$ cat config.mk
export PLATFORM = sky130hd
export DESIGN_NAME = positron_argmax
export DESIGN_NICKNAME = d
export VERILOG_FILES = /design/src/rtl/positron_argmax.sv
export SDC_FILE = /design/constraint.sdc
export NUM_CORES = 1
export LEC_CHECK = 0
export CAP_MARGIN = 20
export CORE_MARGIN = 2
export CORE_UTILIZATION = 30
export CTS_BUF_LIST = sky130_fd_sc_hd__clkbuf_8
export DETAILED_ROUTE_END_ITERATION = 10
export GPL_TIMING_DRIVEN = 1
export PLACE_DENSITY = 0.58
export SYNTH_ARGS = -nofsm -noshare
export SYNTH_HDL_FRONTEND = slang
export SYNTH_SLANG_ARGS = --single-unit
$ cat constraint.sdc
create_clock -name clk -period 3.9 [get_ports clk]
set_clock_uncertainty 0.2 [all_clocks]
set_input_delay 0.78 -clock clk [delete_from_list [all_inputs] [get_ports clk]]
set_output_delay 0.78 -clock clk [all_outputs]
set_load 0.01 [all_outputs]
$ cat src/rtl/positron_argmax.sv
// -----------------------------------------------------------------------------
// positron_argmax
//
// Streams the posit scores of one classification word (one image) and reports
// the index and value of the largest score. NaR never wins against a real
// value. If every score is NaR, class 0 is reported together with NaR.
//
// Handshake (both sides): a transfer happens on a rising edge where the
// sender's rts and the receiver's rtr are both 1. The sender holds its data
// stable until that edge. rtr_o is 1 only in ACCUM. rts_o is 1 only in OUT.
//
// Ports
//   clk, rst_n            clock, asynchronous active-low reset
//   rts_i, eow_i, posit_i upstream beat: valid, end-of-word, score
//   rtr_o                 ready towards upstream
//   rtr_i                 downstream ready
//   rts_o                 result valid
//   class_o, max_posit_o  winning class index and score
//   img_cnt_o             wrapping index of the image this result belongs to
//   nar_o                 every score of the image was NaR
//   len_err_o             eow_i did not coincide with the last class index
// -----------------------------------------------------------------------------
module positron_argmax #(
  parameter int POSIT_WIDTH   = 8,
  parameter int POSIT_ES      = 0,
  parameter int NB_CLASSES    = 10,
  parameter int IMG_CNT_WIDTH = 16,
  localparam int CLASS_WIDTH  = (NB_CLASSES > 1) ? $clog2(NB_CLASSES) : 1
) (
  input  logic                     clk,
  input  logic                     rst_n,
  input  logic                     rts_i,
  input  logic                     eow_i,
  input  logic [POSIT_WIDTH-1:0]   posit_i,
  output logic                     rtr_o,
  input  logic                     rtr_i,
  output logic                     rts_o,
  output logic [CLASS_WIDTH-1:0]   class_o,
  output logic [POSIT_WIDTH-1:0]   max_posit_o,
  output logic [IMG_CNT_WIDTH-1:0] img_cnt_o,
  output logic                     nar_o,
  output logic                     len_err_o
);

  // Ordering uses the raw bit pattern, so the exponent size has no effect
  // on the datapath; it is only range-checked here.
  if (POSIT_WIDTH < 3 || POSIT_ES < 0 || NB_CLASSES < 1) begin : g_bad_params
    $error("positron_argmax: illegal parameter combination");
  end

  localparam logic [POSIT_WIDTH-1:0] NAR      = {1'b1, {(POSIT_WIDTH-1){1'b0}}};
  localparam logic [CLASS_WIDTH-1:0] LAST_IDX = CLASS_WIDTH'(NB_CLASSES - 1);

  typedef enum logic {
    ACCUM = 1'b0,
    OUT   = 1'b1
  } state_t;

  state_t                   state_q, state_d;
  logic                     armed_q;    // low only until the first edge after reset
  logic [CLASS_WIDTH-1:0]   idx_q;
  logic [IMG_CNT_WIDTH-1:0] img_cnt_q;
  logic [POSIT_WIDTH-1:0]   max_q;
  logic [CLASS_WIDTH-1:0]   class_q;
  logic                     nar_q;
  logic                     len_err_q;

  logic accept;
  logic at_last_idx;
  logic last_beat;
  logic is_nar;
  logic take;
  logic done;

  assign rtr_o       = armed_q && (state_q == ACCUM);
  assign rts_o       = (state_q == OUT);
  assign accept      = rts_i && rtr_o;
  assign done        = rts_o && rtr_i;
  assign at_last_idx = (idx_q == LAST_IDX);
  assign last_beat   = eow_i || at_last_idx;
  assign is_nar      = (posit_i == NAR);

  // NaR is the most negative two's-complement pattern, so a strict signed
  // compare already keeps it from beating any real value, and a NaR loaded
  // on the first beat is displaced by the first real value seen. Strict '>'
  // keeps the lowest index on ties.
  assign take = (idx_q == '0) || ($signed(posit_i) > $signed(max_q));

  always_comb begin
    state_d = state_q;
    case (state_q)
      ACCUM:   if (accept && last_beat) state_d = OUT;
      OUT:     if (rtr_i)               state_d = ACCUM;
      default:                          state_d = ACCUM;
    endcase
  end

  always_ff @(posedge clk or negedge rst_n) begin
    if (!rst_n) state_q <= ACCUM;
    else        state_q <= state_d;
  end

  always_ff @(posedge clk or negedge rst_n) begin
    if (!rst_n) begin
      armed_q   <= 1'b0;
      idx_q     <= '0;
      img_cnt_q <= '0;
      max_q     <= '0;
      class_q   <= '0;
      nar_q     <= 1'b0;
      len_err_q <= 1'b0;
    end else begin
      armed_q <= 1'b1;
      if (accept) begin
        if (take) begin
          max_q   <= posit_i;
          class_q <= idx_q;
        end
        nar_q <= (idx_q == '0) ? is_nar : (nar_q && is_nar);
        if (last_beat) begin
          idx_q     <= '0;
          len_err_q <= (eow_i != at_last_idx);
        end else begin
          idx_q <= idx_q + CLASS_WIDTH'(1);
        end
      end else if (done) begin
        max_q     <= '0;
        class_q   <= '0;
        nar_q     <= 1'b0;
        len_err_q <= 1'b0;
        img_cnt_q <= img_cnt_q + IMG_CNT_WIDTH'(1);
      end
    end
  end

  assign class_o     = class_q;
  assign max_posit_o = max_q;
  assign img_cnt_o   = img_cnt_q;
  assign nar_o       = nar_q;
  assign len_err_o   = len_err_q;

endmodule

Yosys cells after proc, flatten, opt, wreduce, memory -nomap -nowiden
Index checks and enable logic that the tools add are counted.
{"block": "totals", "register_bits": 36, "elab_cells": 45}
{"block": "classes", "n_lt_le_gt_ge": 1, "reduce_logical": 12, "add_sub_neg": 2, "n_eq_ne": 5, "bitwise_logic": 2, "mux": 15}
{"operator": "$mux 8", "count": 3}
{"operator": "$add 16x1->16 const B", "count": 1}
{"operator": "$mux 4", "count": 4}
{"operator": "$eq 8x8->1 const B", "count": 1}
{"operator": "$gt 8x8->1", "count": 1}
{"operator": "$mux 1", "count": 7}
{"operator": "$reduce_and 2->1", "count": 3}
{"operator": "$logic_and 1x1->1", "count": 5}
{"operator": "$add 4x1->4 const B", "count": 1}
{"operator": "$eq 4x4->1 const B", "count": 1}
{"operator": "$logic_not 4->1", "count": 1}
{"operator": "$ne 2x1->1 const B", "count": 2}
{"operator": "$logic_or 1x1->1", "count": 2}
{"operator": "$not 1->1", "count": 2}
{"operator": "$pmux 1 s2", "count": 1}
{"operator": "$reduce_bool 2->1", "count": 1}
{"operator": "$ne 1x1->1", "count": 1}

Longest topological paths before layout
Gate-level depths: netlist of run 1.
{"block": "logic_depth", "ltp_word": 6, "ltp_mapped": 8, "mapped_depth_nobuf": 7}

Worst setup path before layout of run 1
No wires, ideal clock.
{"block": "synth_path", "kind": "input to register", "start": "input posit_i[3]", "end": "register max_q[0], in the netlist max_posit_o[0]", "n_path_buf": 1, "cell_stages": 7, "required_ns": 3.579, "path_slack_ns": 1.489, "t_arrival_ns": 2.090, "setup_ns": 0.121, "path_cell_list": "ha_1 > nand2_1 > a21oi_1 > a2111oi_4 > or2_4 > buf_12 > a32o_1"}
{"block": "synth_via", "elab_chain_cells": 4}
{"item": "start: declaration", "line": "34", "text": "input logic [POSIT_WIDTH-1:0] posit_i,"}
{"item": "$gt 8x8->1", "line": "87", "text": "assign take = (idx_q == '0) || ($signed(posit_i) > $signed(max_q));"}
{"item": "$logic_or 1x1->1", "line": "87"}
{"item": "$ne 2x1->1 (no line)"}
{"item": "$reduce_and 2->1 (no line)"}
{"item": "end signal: assignment", "line": "116", "text": "max_q <= posit_i;"}
{"item": "end: declaration", "line": "63", "text": "logic [POSIT_WIDTH-1:0] max_q;"}
Every way passes these cells.
A chain may end at the register's enable or synchronous reset.

Final worst setup path of run 1
{"block": "layout_path", "start": "input posit_i[5]", "end": "register max_q[1], in the netlist max_posit_o[1]"}
Same word-level chain as after synthesis.

==> results of run 1 <==
==> logic make-up (layout without fill, tap and decap cells) <==
| kind of cell | after synthesis | after routing |
|---|---|---|
| AOI/OAI and AO/OA | 28 | 28 |
| xor gates and xnor gates | 15 | 15 |
| buffers and inverters | 20 | 69 |
| other | 1 | 1 |
| DFF | 36 | 36 |
| and+or+nand+nor | 49 | 49 |
| adders and majority gates | 13 | 13 |
| muxes | 3 | 3 |
==> cells in the final DEF (no fill, tap or decap), drive strengths merged, types with 2 or more instances in the layout <==
master / count
nor3: 2
and2: 2
a32o: 10
a21oi: 5
nand3: 9
clkdlybuf4s50: 43
inv: 18
and4: 2
ha: 13
clkbuf: 5
mux2i: 2
nor2: 4
xnor2: 13
nand2: 13
o21ai: 8
xor2: 2
nand4: 7
dfrtp: 36
nand2b: 2
==> Yosys cell counts (4+ instances only) <==
library cell / instances
dfrtp_1: 36
inv_1: 17
ha_1: 13
nand2_1: 13
xnor2_1: 13
a32o_1: 10
nand3_1: 9
nand4_1: 6
o21ai_0: 6
a21oi_1: 5
nor2_1: 4
==> worst max-delay path, cell delays in order <==
cell and delay [ns]:
clkdlybuf4s50_1 0.45, ha_1 0.32, a21oi_1 0.24, o21ai_2 0.10, a2111oi_4 0.32, o21ai_2 0.22, a32o_1 0.26
==> layout make-up <==
cell class	instances	area, um^2	share of cell area
clock buffers	5	68.8	0.0280
clock inverters	3	38.8	0.0158
inverters	17	63.8	0.0259
multi-input cells	109	860	0.349
flip-flops and latches	36	901	0.366
well taps	75	93.8	0.0381
repair buffers	44	435	0.177
==> per-stage QoR <==
step	cells	setup WS [ns]	hold slack (ns)	area, um^2	power (mW)
finish	289	1.19	0.273	2460	1.41
global route	289	1.08	0.300	2460	1.51
CTS	289	1.18	0.279	2460	1.43
detailed placement	281	0.881	0.269	2350	1.10
global placement	281	0.923	0.267	2350	1.09
floorplan	165	1.49	0.251	1860	0.854
==> layer usage <==
| metal | share of wire | vias up |
|---|---|---|
| li1 | - | 679 |
| met5 | 0 | - |
| met4 | 0.018 | 0 |
| met2 | 0.43 | 44 |
| met3 | 0.070 | 7 |
| met1 | 0.49 | 682 |
==> state kept, by name, indices dropped and copies added (netlist names) <==
signal,cells
rts_o,1
max_posit_o,8
idx_q,4
len_err_o,1
nar_o,1
class_o,4
armed_q,1
img_cnt_o,16
==> power by group through the flow <==
stage               Combinational (mW)  Sequential [mW]  Clock [mW]
detailed placement               0.534            0.563           0
global route                     0.590            0.570       0.354
global placement                 0.528            0.563           0
floorplan                        0.273            0.581           0
finish                           0.527            0.555       0.324
CTS                              0.537            0.557       0.336
==> worst min path at each step <==
stage                              from             to  depth (start not counted)
final                     img_cnt_o[15]  img_cnt_o[15]                          1
after floorplan                idx_q[2]       idx_q[2]                          1
after global routing      img_cnt_o[15]  img_cnt_o[15]                          1
after CTS                 img_cnt_o[15]  img_cnt_o[15]                          1
after global placement    img_cnt_o[15]  img_cnt_o[15]                          1
after detailed placement  img_cnt_o[15]  img_cnt_o[15]                          1
==> flow_metrics.tcl, run 1 <==
set metrics [dict create \
    grt.total_usage 0.128 \
    cts_tree "yes" \
    die_area_mm2 0.00683 \
    synth-simple-area-share 0.161 \
    fp.dieH_um 82.7 \
    async_flop_share 1.00 \
    netlist_area_mm2 0.00186 \
    startpoint_type "input port" \
    worst_pin_slew_ns 0.819 \
    setup_violations 0 \
    synth.distinct_cells 37 \
    crit_path_end "max_posit_o[1]" \
    met1_usage 0.165 \
    grt_pass1_vias 1376 \
    combPwrFrac 0.375 \
    syn2layout_area_growth_pct 32.5 \
    yosys.area_share.adder 0.0876 \
    dr_total_vias 1412 \
    avgViaCountPerCell 4.89 \
    synthMuxAreaShare 0.0168 \
    hold_class "reg2reg" \
    drt-total-wl_um 3960 \
    num_io_pins 45 \
    pwr-share-clk 0.230 \
    timing.rr.end "max_posit_o[1]" \
    final_nets 239 \
    fillCellCount 581 \
    chipWidth_um 82.7 \
    synth_xor_area_frac 0.0708 \
    clock_sinks 36 \
    p_per_area_mw_per_mm2 571 \
    drtPass1Iterations 4 \
    mappedNetlistNets 191 \
    coreArea_mm2 0.00596 \
    port_buffers 44 \
    clock_latency_ns 0.29 \
    initial_core_util 0.312 \
    worstSetupStartpoint "posit_i[5]" \
    p_sw_frac 0.332 \
    worstSetupPathType "in2reg" \
    use_met3 0.0402 \
    hold_buffers 0 \
    clk_pin_slew_worst_paths_ns 0.07 \
    postRouteAntennaNets 0 \
    worstRegToRegCells 7 \
    remaining_drc_errors 0 \
    num_antenna_cells 0 \
    critical_path_arrival_ns 2.69 \
    synth_compound_area_frac 0.125 \
    num_rows 28 \
    leakage_nw 1.06 \
    ir_drop_v 0.000224 \
    cts_max_path_buffers 2 \
    cts_setup_buffers 0 \
    grt_max_degree 37 \
    finalHoldViolCount 0 \
    ys_seq_area_frac 0.485 \
    syn_inst 165 \
    gp_congestion 0.774 \
    min_period_ns 2.71 \
    synth_top_family_by_area "simple AND/OR/NAND/NOR gates" \
    setup-tns-final_ns 0 \
    finalCritPeriodShare 0.694 \
    top_usage_layer "met2" \
    r2r_setup_slack_ns 1.73 \
    relSlewSlack 0.454 \
    grt-ovfl-total 0 \
    endpoint_kind "flip-flop" \
    final_max_slew_viol_count 0 \
    worstReg2RegStart "max_posit_o[7]" \
    max_freq_mhz 369 \
    pwr-share-seq 0.395 \
    yosysWarnings 0 \
    synth_top_area_share 0.485 \
    cts-root-buf "clkbuf_8" \
    antenna_found_initial 0 \
    crit_required_ns 3.88 \
    yosys-top-cells-area "dfrtp_1 (49%), ha_1 (8.8%), xnor2_1 (6.1%), a32o_1 (5.4%), inv_1 (3.4%)" \
    cp_max_fo 10 \
    rsz0062_at_grt "false" \
    synth-edff-count 0 \
    utilization 0.413 \
    status "completed" \
    drt_iter0_drc 72 \
    drive_gt1_frac 0.0748 \
    htree_levels 2 \
    avgSynthCellArea_um2 11.3 \
    use_met2 0.199 \
    dpl.hpwl_um 2870 \
    synth_ff_type "dfrtp_1" \
    ctsResizeCount 0 \
    numCtsBuffers 5 \
    synth_top_cell_by_area "dfrtp_1" \
    ys_seq_elements 36 \
    switchingPower_uw 467 \
    drv_cap 0 \
    wl_per_cell_um 13.7 \
    p_int_uw 939 \
    grt_pass1_wl_um 6580 \
]
(Power assumes the default switching activity.)
==> run 2, diff against run 1 <==
PLACE_DENSITY = 0.6   (was 0.58)
clock period = 2.25 ns   (was 3.9 ns; I/O delays follow)
==> flow_metrics.tcl, run 2 (synthesis results as in run 1) <==
set metrics [dict create \
    status "finished, violations left" \
    violations "hold timing" \
    htree_levels 2 \
    grt_max_degree 37 \
    avgViaCountPerCell 4.78 \
    fillCellCount 572 \
    remaining_drc_errors 0 \
    num_io_pins 45 \
    postRouteAntennaNets 0 \
    dpl.hpwl_um 3080 \
    cp_max_fo 6 \
    timing.hold.ws_ns -0.00865 \
    coreArea_mm2 0.00596 \
    min_period_ns 2.19 \
    worstSetupPathType "in2reg" \
    largest_register_ffs 16 \
    utilization 0.453 \
    clk_pin_slew_worst_paths_ns 0.07 \
    finalHoldViolCount 25 \
    grt-ovfl-total 0 \
    hold_buffers 0 \
    initial_core_util 0.312 \
    num_antenna_cells 0 \
    crit_required_ns 2.26 \
    ir_drop_v 0.000362 \
    drt-total-wl_um 4280 \
    critical_path_arrival_ns 2.20 \
    routed.top_layer "met4" \
    wl_per_cell_um 13.8 \
    setup_violations 0 \
    port_buffers 44 \
    fp.dieH_um 82.7 \
    cts-root-buf "clkbuf_8" \
    wl_met2_um 2060 \
    clock_latency_ns 0.29 \
    startpoint_type "input port" \
    drv_cap 0 \
    final_max_slew_viol_count 0 \
    drive_gt1_frac 0.200 \
    die_area_mm2 0.00683 \
    wl_met1_um 1950 \
    layout_common_cells "dfrtp_1 (36), clkdlybuf4s50_1 (36), buf_4 (20)" \
    finalCritPeriodShare 0.974 \
    setup-tns-final_ns 0 \
    grt.total_usage 0.138 \
    antenna_found_initial 0 \
    leakage_nw 1.18 \
    clock_sinks 36 \
    grt_pass1_vias 1457 \
    dr_total_vias 1482 \
    cts_tree "yes" \
    gp_congestion 0.762 \
    chipWidth_um 82.7 \
    syn2layout_area_growth_pct 45.3 \
    max_freq_mhz 456 \
    num_rows 28 \
    drtPass1Iterations 4 \
    drt_iter0_drc 77 \
    cts_max_path_buffers 2 \
    final_nets 260 \
    endpoint_kind "flip-flop" \
    hold_class "in2async" \
    p_per_area_mw_per_mm2 937 \
    grt_pass1_wl_um 7070 \
    numCtsBuffers 5 \
    wl_met3_um 196 \
]
==> run 2: worst paths after layout <==
kind	startpoint	to	slack, ns	cells after the start
min	rst_n	len_err_o	-0.009	2
max in group asynchronous	rst_n	class_o[3]	1.53	2
min in group clk	img_cnt_o[15]	img_cnt_o[15]	0.27	1
max	posit_i[2]	class_o[2]	0.06	7
min reg2reg	img_cnt_o[15]	img_cnt_o[15]	0.27	1
max reg2reg	max_posit_o[6]	class_o[0]	0.10	7
==> run 2: layout make-up <==
cell class | instances | area, um^2 | area share
multi-input combinational | 110 | 963 | 0.357
timing repair buffer | 64 | 588 | 0.218
clock buffer | 5 | 68.8 | 0.0255
inverter | 17 | 63.8 | 0.0237
sequential | 36 | 901 | 0.334
tap | 75 | 93.8 | 0.0348
clock inverter | 3 | 18.8 | 0.00696
==> run 2: worst max-delay path, stage by stage <==
cell and delay [ns]:
clkdlybuf4s50_1 0.43, ha_1 0.30, nand2_2 0.06, buf_4 0.14
o311ai_4 0.35, or2_4 0.24, mux2i_2 0.22
==> run 2: metrics by stage <==
step / power (mW) / area (um^2) / setup WS, ns / std cells
after global routing: 2.72 / 2700 / -0.00448 / 310
after global placement: 1.94 / 2490 / -0.337 / 299
after CTS: 2.54 / 2670 / 0.0137 / 310
after floorplan: 1.48 / 1860 / 0.169 / 165
after detailed placement: 1.96 / 2490 / -0.389 / 299
final: 2.53 / 2700 / 0.0593 / 310
==> run 2: layer usage <==
layer | track usage | up-vias
met5 | 0 | -
met2 | 0.218 | 33
met3 | 0.0370 | 6
met1 | 0.178 | 719
li1 | - | 724
met4 | 0.0574 | 0
==> run 2: report_power, final <==
| group | total, mW | switching, mW | internal [mW] |
|---|---|---|---|
| Combinational | 1.11 | 0.502 | 0.609 |
| Clock | 0.454 | 0.238 | 0.216 |
| Sequential | 0.963 | 0.154 | 0.808 |
==> run 2: what timing repair did <==
item	4_1_cts	5_1_grt
buffers inserted	2	0
cloned	1	0
endpoints found under the setup margin	12	12
pin swaps	11	7
gates resized for setup	15	5
==> run 3, diff against run 2 <==
CORE_UTILIZATION = 46   (was 30)
PLACE_DENSITY = 0.83   (was 0.6)
==> flow_metrics.tcl, run 3 (synthesis results as in run 1) <==
set metrics [dict create \
    num_rows 23 \
    numCtsBuffers 5 \
    die_area_mm2 0.00456 \
    power_mw 2.60 \
    hold_class "reg2reg" \
    dpl.hpwl_um 3010 \
    grt_max_degree 37 \
    worstRegToRegCells 7 \
    cp_max_fo 6 \
    largest_register_ffs 16 \
    worstReg2RegStart "max_posit_o[6]" \
    final_common_cell "clkdlybuf4s50_1" \
    port_buffers 44 \
    htree_levels 2 \
    p_per_area_mw_per_mm2 970 \
    final_max_slew_viol_count 0 \
    startpoint_type "input port" \
    gp_congestion 0.824 \
    ir_drop_v 0.000664 \
    finalHoldViolCount 0 \
    finalCritPeriodShare 0.984 \
    drive_gt1_frac 0.189 \
    dr_total_vias 1512 \
    drtPass1Iterations 4 \
    postRouteAntennaNets 0 \
    drv_cap 0 \
    holdPathStages 1 \
    drt-total-wl_um 4240 \
    crit_required_ns 2.23 \
    endpoint_kind "flip-flop" \
    remaining_drc_errors 0 \
    clk_pin_slew_worst_paths_ns 0.07 \
    hold_buffers 0 \
    cts-root-buf "clkbuf_8" \
    cts_tree "yes" \
    max_freq_mhz 452 \
    num_antenna_cells 0 \
    grt.total_usage 0.215 \
    avgViaCountPerCell 5.34 \
    setup-tns-final_ns 0 \
    grt_pass1_wl_um 7030 \
    rsz0062_at_grt "true" \
    chipWidth_um 67.5 \
    min_period_ns 2.21 \
    worstSetupPathType "in2reg" \
    critical_path_arrival_ns 2.19 \
    drt_iter0_drc 115 \
    initial_core_util 0.471 \
    fp.dieH_um 67.5 \
    cts_max_path_buffers 2 \
    clock_sinks 36 \
    setup_violations 0 \
    leakage_nw 1.19 \
    coreArea_mm2 0.00394 \
    min_from "img_cnt_o[15]" \
    syn2layout_area_growth_pct 44.2 \
    r2r_setup_slack_ns 0.09 \
    antenna_found_initial 0 \
    status "completed" \
    final_nets 258 \
    clock_latency_ns 0.29 \
    num_io_pins 45 \
    timing.rr.end "class_o[0]" \
    grt-ovfl-total 0 \
    layout_common_cells "clkdlybuf4s50_1 (38), dfrtp_1 (36), inv_1 (18), buf_4 (18), xnor2_1 (13)" \
    grt_pass1_vias 1468 \
    hold_path_end "img_cnt_o[15]" \
    wl_per_cell_um 15.0 \
]
==> run 3: area by class of cell <==
type,count,area [um^2]
fill,311,1260
inverter,17,63.8
multi-input combinational,110,963
sequential,36,901
clock inverter,3,38.8
timing repair buffer,62,579
clock buffer,5,68.8
tap,50,62.6
==> run 3: where the power goes <==
group / internal [mW] / switching [mW] / leakage, nW / total [mW]
sequential: 0.809 / 0.159 / 0.474 / 0.969
clock: 0.324 / 0.224 / 0.0593 / 0.548
combinational: 0.588 / 0.492 / 0.657 / 1.08
==> run 3: worst max-delay path by stage <==
stage / from / end / slack (ns) / depth (start not counted)
6_report: posit_i[4] / class_o[0] / 0.04 / 7
5_1_grt: posit_i[4] / class_o[0] / -0.0001 / 7
4_1_cts: posit_i[2] / class_o[3] / 0.001 / 7
3_5_place_dp: posit_i[7] / max_posit_o[6] / -0.40 / 7
3_3_place_gp: posit_i[7] / max_posit_o[4] / -0.33 / 7
2_1_floorplan: posit_i[3] / max_posit_o[0] / 0.17 / 7
==> run 3: repair_timing <==
action                                  CTS  global route
endpoints found under the setup margin   12            12
resized for setup                        12             7
setup buffers                             1             0
pin swaps                                13             8
cloned                                    1             0
==> run 3: metrics by stage <==
| step | hold slack (ns) | setup slack (ns) | area [um^2] | utilization | cells |
|---|---|---|---|---|---|
| floorplan | -0.0456 | 0.169 | 1860 | - | 165 |
| global placement | 0.270 | -0.325 | 2450 | 0.623 | 273 |
| detailed placement | 0.268 | -0.403 | 2450 | 0.623 | 273 |
| CTS | 0.283 | 0.00132 | 2640 | 0.671 | 283 |
| global route | 0.323 | -0.000144 | 2680 | 0.679 | 283 |
| finish | 0.281 | 0.0352 | 2680 | 0.679 | 283 |
==> run 3: per-layer routing <==
metal / vias to the layer above / wire length [um] / global-route usage
met5: - / 0 / 0
met4: 0 / 69 / 0.0867
met3: 9 / 247 / 0.0567
met2: 49 / 2090 / 0.349
met1: 727 / 1830 / 0.273
li1: 727 / - / -
==> run 3: worst max-delay path, cell delays in order <==
cell,delay [ns]
clkdlybuf4s50_1,0.48
ha_1,0.17
a21oi_2,0.06
o211ai_1,0.26
o311ai_4,0.20
or2_4,0.31
a32o_1,0.26
